<file path="config.mk">
export PLATFORM = sky130hd
export DESIGN_NAME = fx_mac_acc
export DESIGN_NICKNAME = d
export VERILOG_FILES = /design/src/rtl/fx_mac_pkg.sv /design/src/rtl/fx_sat_wrap.sv /design/src/rtl/fx_mac_acc.sv
export SDC_FILE = /design/constraint.sdc
export NUM_CORES = 1
export LEC_CHECK = 0
export ABC_AREA = 1
export BUFFER_PORTS_ARGS = -buffer_cell sky130_fd_sc_hd__buf_2
export CAP_MARGIN = 10
export CORE_MARGIN = 2
export CORE_UTILIZATION = 45
export CTS_BUF_LIST = sky130_fd_sc_hd__clkbuf_2
export DETAILED_ROUTE_END_ITERATION = 10
export SLEW_MARGIN = 5
export SYNTH_ARGS = -nofsm -noshare
export SYNTH_HDL_FRONTEND = slang
export SYNTH_SLANG_ARGS = --single-unit
</file>
<file path="constraint.sdc">
create_clock -name clk -period 5.3 [get_ports clk]
set_input_delay 0.53 -clock clk [delete_from_list [all_inputs] [get_ports clk]]
set_output_delay 0.53 -clock clk [all_outputs]
set_load 0.05 [all_outputs]
</file>
<file path="src/rtl/fx_mac_pkg.sv">
// Shared helpers for the fixed-point MAC path: width derivation, FSM states and the
// saturating narrowing also used by the downstream format-match stage.
package fx_mac_pkg;

    localparam int SAT_CALC_W = 64;

    typedef enum logic {
        IDLE  = 1'b0,
        ACCUM = 1'b1
    } state_t;

    function automatic int clog2(input int value);
        int r;
        r = 0;
        for (int i = 0; i < 31; i++) begin
            if ((1 << i) < value) begin
                r = i + 1;
            end
        end
        return r;
    endfunction

    // Sum of ACC_LEN full-precision products needs log2(ACC_LEN) guard bits.
    function automatic int acc_width(input int a_w, input int b_w, input int acc_len);
        return a_w + b_w + clog2(acc_len);
    endfunction

    localparam int ACC_W_DEFAULT = acc_width(8, 8, 4);

    function automatic logic signed [SAT_CALC_W-1:0] saturate(
        input logic signed [SAT_CALC_W-1:0] acc,
        input int                           out_w
    );
        logic signed [SAT_CALC_W-1:0] hi;
        logic signed [SAT_CALC_W-1:0] lo;
        hi = (64'sd1 <<< (out_w - 1)) - 64'sd1;
        lo = -(64'sd1 <<< (out_w - 1));
        if (acc > hi) begin
            return hi;
        end
        if (acc < lo) begin
            return lo;
        end
        return acc;
    endfunction

endpackage

</file>
<file path="src/rtl/fx_sat_wrap.sv">
// Combinational ACC_W->OUT_W narrowing, zero latency, no flow control. FX_MAC_SAT_EN selects
// clamping (with a saturation flag) instead of plain two's-complement wrap.
module fx_sat_wrap
    import fx_mac_pkg::*;
#(
    parameter int ACC_W = 18,
    parameter int OUT_W = 17
) (
    input  logic signed [ACC_W-1:0] acc,
    output logic        [OUT_W-1:0] result
`ifdef FX_MAC_SAT_EN
    ,
    output logic                    sat
`endif
);

`ifdef FX_MAC_SAT_EN
    logic signed [SAT_CALC_W-1:0] acc_ext;

    assign acc_ext = SAT_CALC_W'(acc);
    assign result  = OUT_W'(saturate(acc_ext, OUT_W));
    assign sat     = (saturate(acc_ext, OUT_W) != acc_ext);
`else
    assign result = acc[OUT_W-1:0];

    // Wrap mode discards the guard bits by design.
    generate
        if (ACC_W > OUT_W) begin : g_drop_hi
            logic unused_hi;
            assign unused_hi = ^acc[ACC_W-1:OUT_W];
        end
    endgenerate
`endif

endmodule

</file>
<file path="src/rtl/fx_mac_acc.sv">
// Signed MAC summing ACC_LEN products per block; result registered 1 cycle after the last accept.
// Single-entry output buffer; o_ready drops only when a block-final beat would hit a stalled buffer. FX_MAC_SAT_EN adds o_sat.
module fx_mac_acc
    import fx_mac_pkg::*;
#(
    parameter int A_W     = 8,
    parameter int B_W     = 8,
    parameter int ACC_LEN = 4,
    parameter int OUT_W   = 17
) (
    input  logic             clk,
    input  logic             rst_n,
    input  logic             i_clear,
    input  logic [A_W-1:0]   i_data_a,
    input  logic [B_W-1:0]   i_data_b,
    input  logic             i_valid,
    output logic             o_ready,
    output logic [OUT_W-1:0] o_data,
    output logic             o_valid,
    input  logic             i_ready
`ifdef FX_MAC_SAT_EN
    ,
    output logic             o_sat
`endif
);

    localparam int PROD_W = A_W + B_W;
    localparam int ACC_W  = acc_width(A_W, B_W, ACC_LEN);
    localparam int CNT_W  = clog2(ACC_LEN);
    localparam logic [CNT_W-1:0] LAST_CNT = CNT_W'(ACC_LEN - 1);

    state_t                    state;
    state_t                    state_nxt;
    logic        [CNT_W-1:0]   cnt;
    logic        [CNT_W-1:0]   cnt_nxt;
    logic signed [ACC_W-1:0]   acc;
    logic signed [ACC_W-1:0]   acc_nxt;
    logic signed [ACC_W-1:0]   acc_base;
    logic signed [ACC_W-1:0]   acc_sum;
    logic signed [ACC_W-1:0]   prod_ext;
    logic signed [PROD_W-1:0]  product;
    logic                      last_beat;
    logic                      accept;
    logic                      load;
    logic        [OUT_W-1:0]   conv_result;
`ifdef FX_MAC_SAT_EN
    logic                      conv_sat;
`endif

    assign product  = PROD_W'($signed(i_data_a)) * PROD_W'($signed(i_data_b));
    assign prod_ext = ACC_W'(product);
    assign acc_base = (state == ACCUM) ? acc : '0;
    assign acc_sum  = acc_base + prod_ext;

    // Only a block-final beat needs the buffer, so only it can be refused.
    assign last_beat = (cnt == LAST_CNT);
    assign o_ready   = !(last_beat && o_valid && !i_ready);
    assign accept    = i_valid && o_ready;

    fx_sat_wrap #(
        .ACC_W (ACC_W),
        .OUT_W (OUT_W)
    ) u_conv (
        .acc    (acc_sum),
        .result (conv_result)
`ifdef FX_MAC_SAT_EN
        ,
        .sat    (conv_sat)
`endif
    );

    always_comb begin
        state_nxt = state;
        cnt_nxt   = cnt;
        acc_nxt   = acc;
        load      = 1'b0;
        if (i_clear) begin
            state_nxt = IDLE;
            cnt_nxt   = '0;
            acc_nxt   = '0;
        end else if (accept) begin
            case (state)
                IDLE: begin
                    state_nxt = ACCUM;
                    cnt_nxt   = CNT_W'(1);
                    acc_nxt   = acc_sum;
                end
                ACCUM: begin
                    if (last_beat) begin
                        load      = 1'b1;
                        state_nxt = IDLE;
                        cnt_nxt   = '0;
                        acc_nxt   = '0;
                    end else begin
                        cnt_nxt = cnt + CNT_W'(1);
                        acc_nxt = acc_sum;
                    end
                end
                default: begin
                    state_nxt = IDLE;
                end
            endcase
        end
    end

    always_ff @(posedge clk or negedge rst_n) begin
        if (!rst_n) begin
            state <= IDLE;
            cnt   <= '0;
            acc   <= '0;
        end else begin
            state <= state_nxt;
            cnt   <= cnt_nxt;
            acc   <= acc_nxt;
        end
    end

    // A new result may land in the same cycle the old one drains.
    always_ff @(posedge clk or negedge rst_n) begin
        if (!rst_n) begin
            o_valid <= 1'b0;
            o_data  <= '0;
        end else if (load) begin
            o_valid <= 1'b1;
            o_data  <= conv_result;
        end else if (o_valid && i_ready) begin
            o_valid <= 1'b0;
        end
    end

`ifdef FX_MAC_SAT_EN
    always_ff @(posedge clk or negedge rst_n) begin
        if (!rst_n) begin
            o_sat <= 1'b0;
        end else if (i_clear) begin
            o_sat <= 1'b0;
        end else if (load && conv_sat) begin
            o_sat <= 1'b1;
        end
    end
`endif

endmodule

</file>
## Yosys cells after proc, flatten, opt, wreduce, memory -nomap -nowiden

Index checks and enable logic that the tools add are counted.
Widths: inputs -> output; s select.

| word-level totals | value |
|---|---|
| bits in registers | 39 |
| latch bits | 0 |
| bits in writable memories | 0 |
| memory bits (read-only) | 0 |
| input port bits | 21 |
| output and inout bits | 19 |
| word-level logic and storage cells | 37 |
| memories | 0 |

| operators by class | value |
|---|---|
| $add $sub $neg | 2 |
| multiply operators | 1 |
| divide/modulo/power cells | 0 |
| magnitude comparators | 0 |
| eq/ne operators | 1 |
| shifts and indexed selects | 0 |
| multiplexer cells | 19 |
| bitwise logic cells | 1 |
| reductions and logical operators | 8 |

Operators with widths:

| operator | number |
|---|---|
| $mux 18 | 4 |
| $pmux 18 s2 | 1 |
| $add 18x16->18 | 1 |
| $mul 8x8->16 | 1 |
| $mux 1 | 9 |
| $mux 2 | 3 |
| $logic_and 1x1->1 | 4 |
| $pmux 2 s2 | 1 |
| $reduce_bool 2->1 | 2 |
| $add 2x1->2 const B | 1 |
| $eq 2x2->1 const B | 1 |
| $logic_not 1->1 | 2 |
| $pmux 1 s2 | 1 |
| $not 1->1 | 1 |

## Depth between registers and ports, before layout

Gate-level depths: netlist of run 1.

| depth | value |
|---|---|
| depth after elaboration | 8 |
| gate-level depth with buffers | 24 |
| depth with buffers taken out | 23 |

## Modules after synthesis

From an unflattened synthesis of run 1, not the netlist that was laid out.

| second synthesis, totals | value |
|---|---|
| cells, all modules | 678 |
| area total of the unflattened synthesis | 5393.9 µm² |

By module, submodules not included:

| module | times used | cells each | area each (µm²) | seq. area each (µm²) |
|---|---|---|---|---|
| fx_mac_acc | 1 | 661 | 5266.3 | 975.9 |
| fx_sat_wrap | 1 | 17 | 127.6 | 0.0 |

## Worst setup path after synthesis of run 1

Ideal clock, no wire load.

| timing path | value |
|---|---|
| path type | in2reg |
| start point | input i_data_b[0] |
| end point | register o_data[14] |
| library setup time | 0.118 ns |
| arrival | 4.559 ns |
| data required time | 5.182 ns |
| path slack | 0.623 ns |
| cell stages on the path | 21 |
| path buffers | 1 |
| path through | clkbuf_1 -> nand2_1 -> inv_1 -> fa_1 -> fa_1 -> fa_1 -> inv_1 -> fa_1 -> inv_1 -> ha_1 -> ha_1 -> nand2_1 -> inv_1 -> nand2_1 -> nand3_1 -> inv_1 -> nand2_1 -> a21oi_1 -> nand2_1 -> nand3_1 -> nand2_1 |

| on the way | value |
|---|---|
| longest elaborated chain between the ends | 2 |

RTL lines:

| item | RTL line | RTL |
|---|---|---|
| start: declaration | fx_mac_acc.sv:15 | `input logic [B_W-1:0] i_data_b,` |
| $mul 8x8->16 | fx_mac_acc.sv:50 | `assign product = PROD_W'($signed(i_data_a)) * PROD_W'($signed(i_data_b));` |
| $add 18x16->18 | fx_mac_acc.sv:53 | `assign acc_sum = acc_base + prod_ext;` |
| end signal: assignment | fx_mac_acc.sv:125 | `o_data <= conv_result;` |
| end: declaration | fx_mac_acc.sv:18 | `output logic [OUT_W-1:0] o_data,` |

Every way passes these cells.
A chain may end at the register's enable or synchronous reset.

## Worst setup path after layout of run 1

| timing path | value |
|---|---|
| start point | register state |
| end point | register o_data[12] |

| on the way | value |
|---|---|
| longest elaborated chain between the ends | 3 |
| elaborated cells on any way between the ends | 5 |
| those cells by class | add/sub (1); mux (4) |

RTL lines:

| item | RTL line | RTL |
|---|---|---|
| start: declaration | fx_mac_acc.sv:32 | `state_t state;` |
| start signal: assignment | fx_mac_acc.sv:112 | `state <= state_nxt;` |
| branches (longest 3 deep; another with $add 18x16->18) | -- |  |

Parallel ways; which one is timed is not known.

==> results of run 1 <==
-- cells by family after synthesis --
logic type | synth area share
AOI/OAI and AO/OA | 0.0489
xor gates and xnor gates | 0.0107
adders and majority gates | 0.411
buffers and inverters | 0.150
DFF | 0.193
and+or+nand+nor | 0.186
-- cell type report --
type / count / share of cell area
clock buffer: 7 / 0.00667
multi-input combinational: 386 / 0.615
sequential: 38 / 0.181
inverter: 165 / 0.118
tap: 140 / 0.0334
clock inverter: 1 / 0.00572
timing repair buffer: 41 / 0.0400
-- per-stage QoR --
| stage | hold slack, ns | total power (µW) | std cells |
|---|---|---|---|
| floorplan | 0.234 | 1940 | 612 |
| finish | 0.222 | 2560 | 778 |
| detailed placement | 0.462 | 2400 | 770 |
| global placement | 0.460 | 2370 | 770 |
| global route | 0.243 | 2900 | 778 |
| CTS | 0.235 | 2590 | 778 |
-- layer usage --
metal / vias to the layer above / part of all wire / routed length (µm) / GRT usage
met3: 11 / 0.026 / 256 / 0.0223
met4: 0 / 0.013 / 124 / 0.0385
met1: 1817 / 0.42 / 4100 / 0.233
met2: 56 / 0.54 / 5350 / 0.339
li1: 1828 / - / - / -
met5: - / 0 / 0 / 0
-- cell usage after synthesis, types with 2 or more instances --
cell and number:
sky130_fd_sc_hd__a21oi_1 9, sky130_fd_sc_hd__buf_4 2, sky130_fd_sc_hd__buf_6 3, sky130_fd_sc_hd__clkbuf_1 17
sky130_fd_sc_hd__dfrtp_1 38, sky130_fd_sc_hd__fa_1 76, sky130_fd_sc_hd__ha_1 40, sky130_fd_sc_hd__inv_1 161
sky130_fd_sc_hd__inv_2 3, sky130_fd_sc_hd__nand2_1 176, sky130_fd_sc_hd__nand3_1 22, sky130_fd_sc_hd__nor2_1 8
sky130_fd_sc_hd__nor2_4 2, sky130_fd_sc_hd__nor3_1 3, sky130_fd_sc_hd__o21ai_0 24, sky130_fd_sc_hd__o21ai_1 5
sky130_fd_sc_hd__o21ai_2 3, sky130_fd_sc_hd__or2_2 3, sky130_fd_sc_hd__xnor2_1 4, sky130_fd_sc_hd__xor2_1 2
-- cells in the final DEF (no fill, tap or decap) --
master	count
sky130_fd_sc_hd__nand2_1	176
sky130_fd_sc_hd__inv_1	161
sky130_fd_sc_hd__fa_1	76
sky130_fd_sc_hd__ha_1	40
sky130_fd_sc_hd__buf_2	39
sky130_fd_sc_hd__dfrtp_1	38
sky130_fd_sc_hd__o21ai_0	24
sky130_fd_sc_hd__nand3_1	22
sky130_fd_sc_hd__a21oi_1	9
sky130_fd_sc_hd__nor2_1	8
sky130_fd_sc_hd__clkbuf_2	7
sky130_fd_sc_hd__o21ai_1	5
sky130_fd_sc_hd__xnor2_1	4
sky130_fd_sc_hd__or2_2	3
sky130_fd_sc_hd__inv_2	3
sky130_fd_sc_hd__nor3_1	3
sky130_fd_sc_hd__o21ai_2	3
sky130_fd_sc_hd__nor2_4	2
sky130_fd_sc_hd__xor2_1	2
sky130_fd_sc_hd__buf_4	2
sky130_fd_sc_hd__clkinv_1	1
sky130_fd_sc_hd__nand3_2	1
sky130_fd_sc_hd__nand2_2	1
sky130_fd_sc_hd__nor2_2	1
sky130_fd_sc_hd__a31oi_1	1
sky130_fd_sc_hd__nand4_1	1
sky130_fd_sc_hd__nor2_8	1
sky130_fd_sc_hd__nand3b_1	1
sky130_fd_sc_hd__a32o_1	1
sky130_fd_sc_hd__o21bai_1	1
sky130_fd_sc_hd__bufinv_16	1
-- worst max path at each step --
stage	startpoint	end	slack, ns	cells after the start
detailed placement	i_data_b[7]	o_data[12]$_DFFE_PN0P_	0.19	16
finish	state$_DFFE_PN0P_	o_data[12]$_DFFE_PN0P_	0.41	16
floorplan	i_data_b[0]	o_data[14]$_DFFE_PN0P_	0.62	21
global placement	i_data_b[7]	o_data[12]$_DFFE_PN0P_	0.28	16
CTS	state$_DFFE_PN0P_	o_data[12]$_DFFE_PN0P_	0.40	16
global route	state$_DFFE_PN0P_	o_data[12]$_DFFE_PN0P_	0.04	16
-- critical path, delay by kind of cell, from the launching register on --
kind | cells | cell delay [ns]
adder cells (fa/ha/maj) | 6 | 2.80
flip-flops | 1 | 0.61
AO/OA/AOI/OAI | 2 | 0.50
AND/OR/NAND/NOR | 4 | 0.44
XOR/XNOR | 1 | 0.27
buffers and inverters | 3 | 0.15
-- power breakdown --
group	internal (µW)	switching, µW
combinational	717	1270
sequential	357	35.3
clock	84.1	97.6
total	1160	1400
-- registers in the layout, indices dropped and copies added (netlist names) --
register / count
acc: 17
cnt: 2
o_data: 17
o_valid: 1
state: 1
==> summary.md, run 1 <==
| Metric | Value |
|---|---|
| Number of global-route vias before repair | roughly 3.8k |
| Post-layout minimum cycle time | roughly 4.9 ns |
| Arrival time worst endpoint | around 5.2 ns |
| Width of the chip | approximately 110 µm |
| Fin worst setup slack | between 0.4 and 0.5 ns |
| Overall overflow remaining after global route | 0 |
| Drt drc | 0 |
| Net count, final | 774 |
| Setup slack on the worst flop-to-flop path | between 0.4 and 0.5 ns |
| Max-slew headroom | 0.418 |
| Cell mode on critical path | sky130_fd_sc_hd__fa_1 |
| Number of violations of the max-capacitance limit | 0 |
| Final setup vio count | 0 |
| Seq/Total Area, Yosys | 0.193 |
| Final Routed Wirelength | roughly 9800 µm |
| Fin util | 0.488 |
| Area of the die | 0.0118 mm² |
| Detailed placement HPWL | ~8400 µm |
| Remaining number of nets flagged by the antenna check after routing | 0 |
| Crit path largest cell delay | slightly above 0.6 ns |
| Yosys top cell by area | sky130_fd_sc_hd__fa_1 |
| Fraction of final layout cells with drive strength greater than 1 | 0.100 |
| Combined area of all synthesized cells | around 0.005 mm² |
| Type of the tightest min-delay check | input port to asynchronous set/reset pin |
| Clock Skew | about 0.024 ns |
| Post-route clock period utilization | 0.922 |
| Max H-tree Level | 2 |
| Portion of synthesized cell area occupied by the leading cell type | 0.309 |
| Post-synthesis to final-layout area growth | 6.77% |
| Source-to-sink clock delay at the later pin of the worst-skew pair | roughly 0.4 ns |
| Fmax achieved | a little over 200 MHz |
| Max stage delay cell, worst path | sky130_fd_sc_hd__dfrtp_1 |
| Number of synthesized flops with an enable pin | 0 |
| Worst path required time | between 5 and 6 ns |
| P per Cell Area | roughly 490 mW/mm² |
| Total Neg Setup Slack | 0 ns |
| Number of buffers inserted to repair setup after CTS | 0 |
| Standard cell area after detailed placement | around 0.0052 mm² |
| Worst R2R Start | state$_DFFE_PN0P_ |
| # rows | 38 |
| Syn avg cell area | 8.03 µm² |
| Largest net degree at the start of global routing | 39 |
| Nets in the synthesized netlist | 749 |
| Number of buffers created by CTS | 5 |
| Transition time at the pin with the least slew margin | a little under 0.9 ns |
| Terminus of the critical flop-to-flop path | o_data[12]$_DFFE_PN0P_ |
| FF+latch area | roughly 950 µm² |
| Initial standard-cell utilization of the core | 0.457 |
| Root buf cell | sky130_fd_sc_hd__clkbuf_2 |
| Flop and latch count out of synthesis | 38 |
| Placer's final routability congestion estimate | 0.912 |
| Detailed Route Iter0 Violations | slightly below 200 |
| Avg Vias per Cell | between 4 and 5 |
| Global-route wire length before repair | between 15000 and 20000 µm |
| Logic depth of the worst register-to-register path | 16 |
| Via total after detailed routing | approximately 3.7k |
| Count of mapped cells out of synthesis | roughly 600 |
| Yosys warning count | 0 |
| Number of clock sinks | 38 |
| Biggest area contributors in the synthesized netlist | sky130_fd_sc_hd__fa_1 31%, sky130_fd_sc_hd__dfrtp_1 19%, sky130_fd_sc_hd__nand2_1 13%, sky130_fd_sc_hd__inv_1 12%, sky130_fd_sc_hd__ha_1 10% |
| Critical Path Source Type | flop |
| Number of different library cells in the post-synthesis netlist | 31 |
| Status | complete, no violations |
| Worst ir drop on vdd | 235 µV |
| Multi-input gate area | about 0.0032 mm² |
| Core Footprint | 0.0107 mm² |
| Initial antenna violation count | 0 |
| Final non-filler cell area | 0.00525 mm² |
| Post-CTS resize count | 0 |
| Leakage power | roughly 0.0033 µW |
| Clock slew at the register clock pins of the worst setup and hold paths | ~0.20 ns |
| Worst setup path category | flop to flop |
| Element type at the critical path end | flop |
| TritonCTS clock tree | done |
| Setup WS pre-CTS | approximately 0.19 ns |
| Antenna cell count | 0 |
| Chip Height | roughly 110 µm |
| Fill cell count | 1078 |
| Hold buffer count at CTS | 0 |
| GRT Resource Usage Total | 0.185 |
| Bufs on Longest Clock Path | 2 |
| RSZ-0062 raised after global routing | false |
| Max FO, Critical Path | 11 |
| Final Hold Fails | 0 |
| FFs w/ async S/R, synth | 1.00 |
| Cell chain of the critical path | nand2_1, fa_1, inv_1, fa_1, inv_1, fa_1, inv_1, fa_1, fa_1, ha_1, nand2_1, o21ai_0, nand2_1, nand2_1, xor2_1, o21ai_0 |
| Count of final max-slew check failures | 0 |
| Most used DFF post-synth | sky130_fd_sc_hd__dfrtp_1 |
| WL/cell | between 10 and 15 µm |
| Port Buffer Count | 39 |
| First-pass iteration count of the detailed router | 4 |
| Number of top-level pins | 40 |
No activity file was read; power rests on OpenSTA's default activity.
==> run 2, diff against run 1 <==
ABC_AREA = not set   (was 1)
==> summary.md, run 2 <==
| Metric | Value |
|---|---|
| Fmax achieved | between 200 and 250 MHz |
| TritonCTS clock tree | done |
| Fin worst setup slack | between 0.3 and 0.4 ns |
| Yosys top cell by area | sky130_fd_sc_hd__fa_1 |
| Remaining number of nets flagged by the antenna check after routing | 0 |
| Setup WS pre-CTS | ~0.17 ns |
| Most repeated cell in the gate-level netlist after synthesis | sky130_fd_sc_hd__inv_1 |
| Count of mapped cells out of synthesis | ~450 |
| Core Footprint | roughly 0.0099 mm² |
| Bufs on Longest Clock Path | 2 |
| Number of buffers created by CTS | 5 |
| Number of different library cells in the post-synthesis netlist | 38 |
| Worst setup path category | flop to flop |
| Cell mode on critical path | sky130_fd_sc_hd__fa_1 |
| Critical Path Source Type | flop |
| Number of clock sinks | 38 |
| Initial standard-cell utilization of the core | 0.466 |
| Count of final max-slew check failures | 0 |
| Post-synthesis to final-layout area growth | 10.1% |
| Final Hold Fails | 0 |
| FFs w/ async S/R, synth | 1.00 |
| Biggest area contributors in the synthesized netlist | sky130_fd_sc_hd__fa_1 33%, sky130_fd_sc_hd__dfrtp_1 21%, sky130_fd_sc_hd__ha_1 11%, sky130_fd_sc_hd__and2_1 6.4%, sky130_fd_sc_hd__inv_1 6.4% |
| Clock Skew | 0.0220 ns |
| Number of synthesized flops with an enable pin | 0 |
| Total Neg Setup Slack | 0 ns |
| Final setup vio count | 0 |
| Element type at the critical path end | flop |
| Compound-gate portion of the synthesized area | 0.0835 |
| Simple-Gate Fraction of Synth Area | 0.148 |
| Post-route clock period utilization | 0.935 |
| Met3 Wirelength | between 150 and 200 µm |
| Initial antenna violation count | 0 |
| Flop and latch count out of synthesis | 38 |
| Post-layout minimum cycle time | 4.96 ns |
| Fill cell count | ~960 |
| Detailed placement HPWL | between 7000 and 8000 µm |
| Number of violations of the max-capacitance limit | 0 |
| First-pass iteration count of the detailed router | 4 |
| Detailed Route Iter0 Violations | 175 |
| Net count, final | 635 |
| Largest net degree at the start of global routing | 39 |
| Top library cells by usage in the layout, fill and taps aside | 78 x sky130_fd_sc_hd__inv_1, 76 x sky130_fd_sc_hd__fa_1, 68 x sky130_fd_sc_hd__nand2_1, 47 x sky130_fd_sc_hd__and2_1, 40 x sky130_fd_sc_hd__ha_1 |
| Drt drc | 0 |
| Dominant combinational cell family by area after synthesis | adder cells |
| Number of top-level pins | 40 |
| Final Routed Wirelength | roughly 9200 µm |
| Overall overflow remaining after global route | 0 |
| Share of synthesized area spent on multiplexers | 0.0139 |
| Portion of synthesized cell area occupied by the leading cell type | 0.331 |
| Top sig layer | met4 |
| Number of buffers inserted to repair setup after CTS | 0 |
| Crit path largest cell delay | a little under 0.6 ns |
| Antenna cell count | 0 |
| Fraction of final layout cells with drive strength greater than 1 | 0.124 |
| Root buf cell | sky130_fd_sc_hd__clkbuf_2 |
| Max stage delay cell, worst path | sky130_fd_sc_hd__or4_1 |
| Transition time at the pin with the least slew margin | roughly 0.9 ns |
| Worst path required time | approximately 5.6 ns |
| Width of the chip | roughly 110 µm |
| Hold buffer count at CTS | 0 |
| Type of the tightest min-delay check | input port to asynchronous set/reset pin |
| P per Cell Area | approximately 490 mW/mm² |
| Arrival time worst endpoint | around 5.2 ns |
| Port Buffer Count | 39 |
| Max-slew headroom | 0.406 |
| Seq/Total Area, Yosys | 0.207 |
| Yosys warning count | 0 |
| Max FO, Critical Path | 8 |
| GRT Resource Usage Total | 0.184 |
| Avg Vias per Cell | between 4 and 5 |
| Met1 layer wirelength in the final routing | roughly 4300 µm |
| Max H-tree Level | 2 |
| Clock slew at the register clock pins of the worst setup and hold paths | between 0.2 and 0.25 ns |
| Most frequent standard cell in the layout excluding fill and tap cells | sky130_fd_sc_hd__inv_1 |
| Via total after detailed routing | 3132 |
| Fraction of the mapped netlist area in adder cells | 0.439 |
| Xor-xnor portion of the synthesized cell area | 0.0362 |
| Cell chain of the critical path | nand2_1, fa_1, inv_1, fa_1, inv_1, fa_1, inv_1, fa_1, fa_1, ha_1, or4_1, o2111ai_2, a32oi_1, xnor2_1, o21ai_0 |
| Placer's final routability congestion estimate | ~0.8 |
| Syn avg cell area | slightly above 10 µm² |
| Worst ir drop on vdd | 276 µV |
| Area of the die | approximately 0.011 mm² |
| Nets in the synthesized netlist | around 600 |
| RSZ-0062 raised after global routing | false |
| WL/cell | 14.6 µm |
| # rows | 36 |
| Combined area of all synthesized cells | around 0.0046 mm² |
| Registers with the highest flip-flop counts | acc (17), o_data (17), cnt (2) |
| Met2 wire len | ~4700 µm |
| Top cells by count, synth | 78 x sky130_fd_sc_hd__inv_1, 76 x sky130_fd_sc_hd__fa_1, 68 x sky130_fd_sc_hd__nand2_1 |
| Global-route wire length before repair | roughly 16000 µm |
| Status | complete, no violations |
| Source-to-sink clock delay at the later pin of the worst-skew pair | ~0.38 ns |
| Number of global-route vias before repair | roughly 3.4k |
| Chip Height | between 100 and 150 µm |
| Most used DFF post-synth | sky130_fd_sc_hd__dfrtp_1 |
| Leakage power | 0.00267 µW |
| Post-CTS resize count | 0 |
[run 2: metal layers]
layer | track usage | up-vias
met4 | 0.0267 | 0
met2 | 0.312 | 35
met5 | 0 | -
met3 | 0.0218 | 6
li1 | - | 1503
met1 | 0.260 | 1588
[run 2: cell families (layout without fill, tap and decap cells)]
group                      Yosys count  after routing
AOI/OAI and AO/OA                   52             52
xor gates and xnor gates            19             19
adders and majority gates          116            116
buffers and inverters               85            130
DFF                                 38             38
muxes                                5              5
and+or+nand+nor                    139            139
[run 2: per-stage QoR]
| stage | utilization | power [µW] | cells | hold slack, ns | cell area (µm²) |
|---|---|---|---|---|---|
| floorplan | - | 1820 | 454 | 0.234 | 4600 |
| global placement | 0.504 | 2260 | 624 | 0.455 | 4970 |
| detailed placement | 0.504 | 2290 | 624 | 0.462 | 4970 |
| CTS | 0.513 | 2530 | 632 | 0.227 | 5060 |
| global route | 0.513 | 2780 | 632 | 0.249 | 5060 |
| finish | 0.513 | 2490 | 632 | 0.227 | 5060 |
[run 2: report_power, final]
group	leakage [µW]	switching [µW]	internal, µW	total, µW
Combinational	0.00211	1100	787	1890
Sequential	0.000510	29.7	348	378
Clock	0.0000506	99.4	126	225
[run 2: path summary, 6_finish.rpt]
| kind | start | end | slack (ns) | cells past startpoint |
|---|---|---|---|---|
| worst max-delay path | state$_DFFE_PN0P_ | acc[16]$_DFFE_PN0P_ | 0.34 | 15 |
| worst min-delay path | rst_n | acc[10]$_DFFE_PN0P_ | 0.23 | 1 |
| worst max register to register | state$_DFFE_PN0P_ | acc[16]$_DFFE_PN0P_ | 0.34 | 15 |
| worst min register to register | o_data[3]$_DFFE_PN0P_ | o_data[3]$_DFFE_PN0P_ | 0.50 | 2 |
| max in group asynchronous | rst_n | o_data[11]$_DFFE_PN0P_ | 4.53 | 1 |
| min in group clk | i_ready | o_valid$_DFFE_PN0P_ | 0.29 | 2 |
[run 2: area by class of cell]
cell class / count / area, µm² / area share
clock inverter: 3 / 63.8 / 0.0126
tap: 133 / 166 / 0.0329
inverter: 78 / 293 / 0.0578
sequential: 38 / 951 / 0.188
multi-input combinational: 331 / 3320 / 0.656
clock buffer: 5 / 25.0 / 0.00494
timing repair buffer: 44 / 245 / 0.0484
[run 2: critical path: cells and delay by family, from the launching register on]
| family | cells | cell delay [ns] |
|---|---|---|
| xor gates and xnor gates | 1 | 0.25 |
| and+or+nand+nor | 2 | 0.74 |
| AOI/OAI and AO/OA | 3 | 0.50 |
| DFF | 1 | 0.55 |
| buffers and inverters | 3 | 0.15 |
| adders and majority gates | 6 | 2.65 |
==> run 3, diff against run 2 <==
CORE_MARGIN = not set   (was 2)
CORE_UTILIZATION = 39   (was 45)
==> summary.md, run 3 (same netlist as run 2, synthesis figures left out) <==
| Metric | Value |
|---|---|
| Clock slew at the register clock pins of the worst setup and hold paths | around 0.2 ns |
| Top library cells by usage in the layout, fill and taps aside | 78 x sky130_fd_sc_hd__inv_1, 76 x sky130_fd_sc_hd__fa_1, 68 x sky130_fd_sc_hd__nand2_1, 47 x sky130_fd_sc_hd__and2_1, 40 x sky130_fd_sc_hd__ha_1 |
| Clock Skew | around 0.014 ns |
| Area of the die | about 0.012 mm² |
| Worst path required time | around 5.6 ns |
| Antenna cell count | 0 |
| Number of top-level pins | 40 |
| Worst ir drop on vdd | between 200 and 250 µV |
| Fin util | 0.438 |
| Final Routed Wirelength | about 9300 µm |
| Avg Vias per Cell | 4.84 |
| First-pass iteration count of the detailed router | 4 |
| RSZ-0062 raised after global routing | false |
| Max H-tree Level | 2 |
| # rows | 39 |
| WHS | between 0.2 and 0.25 ns |
| Via total after detailed routing | a little over 3k |
| Core Footprint | about 0.011 mm² |
| P per Cell Area | ~480 mW/mm² |
| WL/cell | 14.5 µm |
| Net count, final | between 600 and 700 |
| Worst setup path category | flop to flop |
| Max FO, Critical Path | 11 |
| Power after layout | 2400 µW |
| Chip Height | about 110 µm |
| Post-layout minimum cycle time | slightly below 5 ns |
| Number of buffers created by CTS | 5 |
| Initial standard-cell utilization of the core | 0.401 |
| Status | complete, no violations |
| Source-to-sink clock delay at the later pin of the worst-skew pair | between 0.3 and 0.4 ns |
| Fmax achieved | approximately 200 MHz |
| Largest net degree at the start of global routing | 39 |
| GRT Resource Usage Total | 0.166 |
| Terminus of the critical flop-to-flop path | o_data[15]$_DFFE_PN0P_ |
| Total Neg Setup Slack | 0 ns |
| Worst R2R Start | state$_DFFE_PN0P_ |
| Port Buffer Count | 39 |
| Fraction of final layout cells with drive strength greater than 1 | 0.126 |
| Hold buffer count at CTS | 0 |
| Leakage power | between 0.002 and 0.003 µW |
| Width of the chip | 111 µm |
| Element type at the critical path end | flop |
| Number of violations of the max-capacitance limit | 0 |
| Count of final max-slew check failures | 0 |
| Placer's final routability congestion estimate | about 0.76 |
| Global-route wire length before repair | between 15000 and 20000 µm |
| Initial antenna violation count | 0 |
| Detailed Route Iter0 Violations | approximately 100 |
| Post-synthesis to final-layout area growth | 9.06% |
| Setup slack on the worst flop-to-flop path | 0.40 ns |
| Arrival time worst endpoint | 5.21 ns |
| Post-route clock period utilization | 0.925 |
| Post-CTS resize count | 0 |
| Registers with the highest flip-flop counts | acc (17), o_data (17), cnt (2) |
| Remaining number of nets flagged by the antenna check after routing | 0 |
| Critical Path Source Type | flop |
| Most frequent standard cell in the layout excluding fill and tap cells | sky130_fd_sc_hd__inv_1 |
| Final Hold Fails | 0 |
| Number of clock sinks | 38 |
| Number of global-route vias before repair | 3443 |
| Overall overflow remaining after global route | 0 |
| Detailed placement HPWL | 8050 µm |
| Type of the tightest min-delay check | input port to asynchronous set/reset pin |
| Number of buffers inserted to repair setup after CTS | 0 |
| Root buf cell | sky130_fd_sc_hd__clkbuf_2 |
| Max-slew headroom | 0.406 |
| TritonCTS clock tree | done |
| Drt drc | 0 |
| Bufs on Longest Clock Path | 2 |
| Final setup vio count | 0 |
| Transition time at the pin with the least slew margin | between 0.8 and 0.9 ns |
| Logic depth of the worst register-to-register path | 16 |
==> run 3: metal layers <==
metal	up-vias	share of wire	track usage	routed length [µm]
met5	-	0	0	0
met4	0	0.0083	0.0276	77
met2	36	0.52	0.295	4800
met3	7	0.022	0.0220	201
met1	1560	0.45	0.220	4210
li1	1507	-	-	-
==> run 3: how the worst max path moves through the flow <==
stage	cells past startpoint	start	to
after global placement	17	i_data_b[1]	o_data[15]$_DFFE_PN0P_
final	16	state$_DFFE_PN0P_	o_data[15]$_DFFE_PN0P_
after CTS	16	state$_DFFE_PN0P_	o_data[15]$_DFFE_PN0P_
after floorplan	14	i_data_a[7]	o_data[13]$_DFFE_PN0P_
after detailed placement	17	i_data_b[1]	o_data[15]$_DFFE_PN0P_
after global routing	19	state$_DFFE_PN0P_	acc[16]$_DFFE_PN0P_
==> run 3: area by class of cell <==
class | instances | area (µm²)
clock buffer | 5 | 25.0
clock inverter | 2 | 10.0
fill | 1097 | 6450
inverter | 78 | 293
multi-input combinational | 331 | 3320
sequential | 38 | 951
tap | 143 | 179
timing repair buffer | 45 | 240
==> run 3: per-stage QoR <==
stage	cell area, µm²	instances	setup WS (ns)
finish	5020	642	0.395
global route	5020	642	0.172
CTS	5020	642	0.373
detailed placement	4980	635	0.148
global placement	4980	635	0.148
floorplan	4600	454	0.223
==> run 3: worst max-delay path, cell delays in order (launching register included) <==
cell and delay [ns]:
sky130_fd_sc_hd__dfrtp_1 0.51, sky130_fd_sc_hd__buf_4 0.21, sky130_fd_sc_hd__and2_1 0.17, sky130_fd_sc_hd__fa_1 0.53
sky130_fd_sc_hd__inv_1 0.05, sky130_fd_sc_hd__fa_1 0.49, sky130_fd_sc_hd__inv_1 0.05, sky130_fd_sc_hd__fa_1 0.46
sky130_fd_sc_hd__fa_1 0.49, sky130_fd_sc_hd__ha_1 0.31, sky130_fd_sc_hd__ha_1 0.36, sky130_fd_sc_hd__a21oi_1 0.20
sky130_fd_sc_hd__and2b_1 0.20, sky130_fd_sc_hd__o21ai_0 0.20, sky130_fd_sc_hd__o211ai_2 0.13, sky130_fd_sc_hd__xor2_1 0.18
sky130_fd_sc_hd__mux2_4 0.27
==> run 3: power breakdown <==
group | total (µW) | internal, µW | switching [µW]
clock | 125 | 28.6 | 96.4
sequential | 378 | 348 | 30.1
combinational | 1890 | 791 | 1100
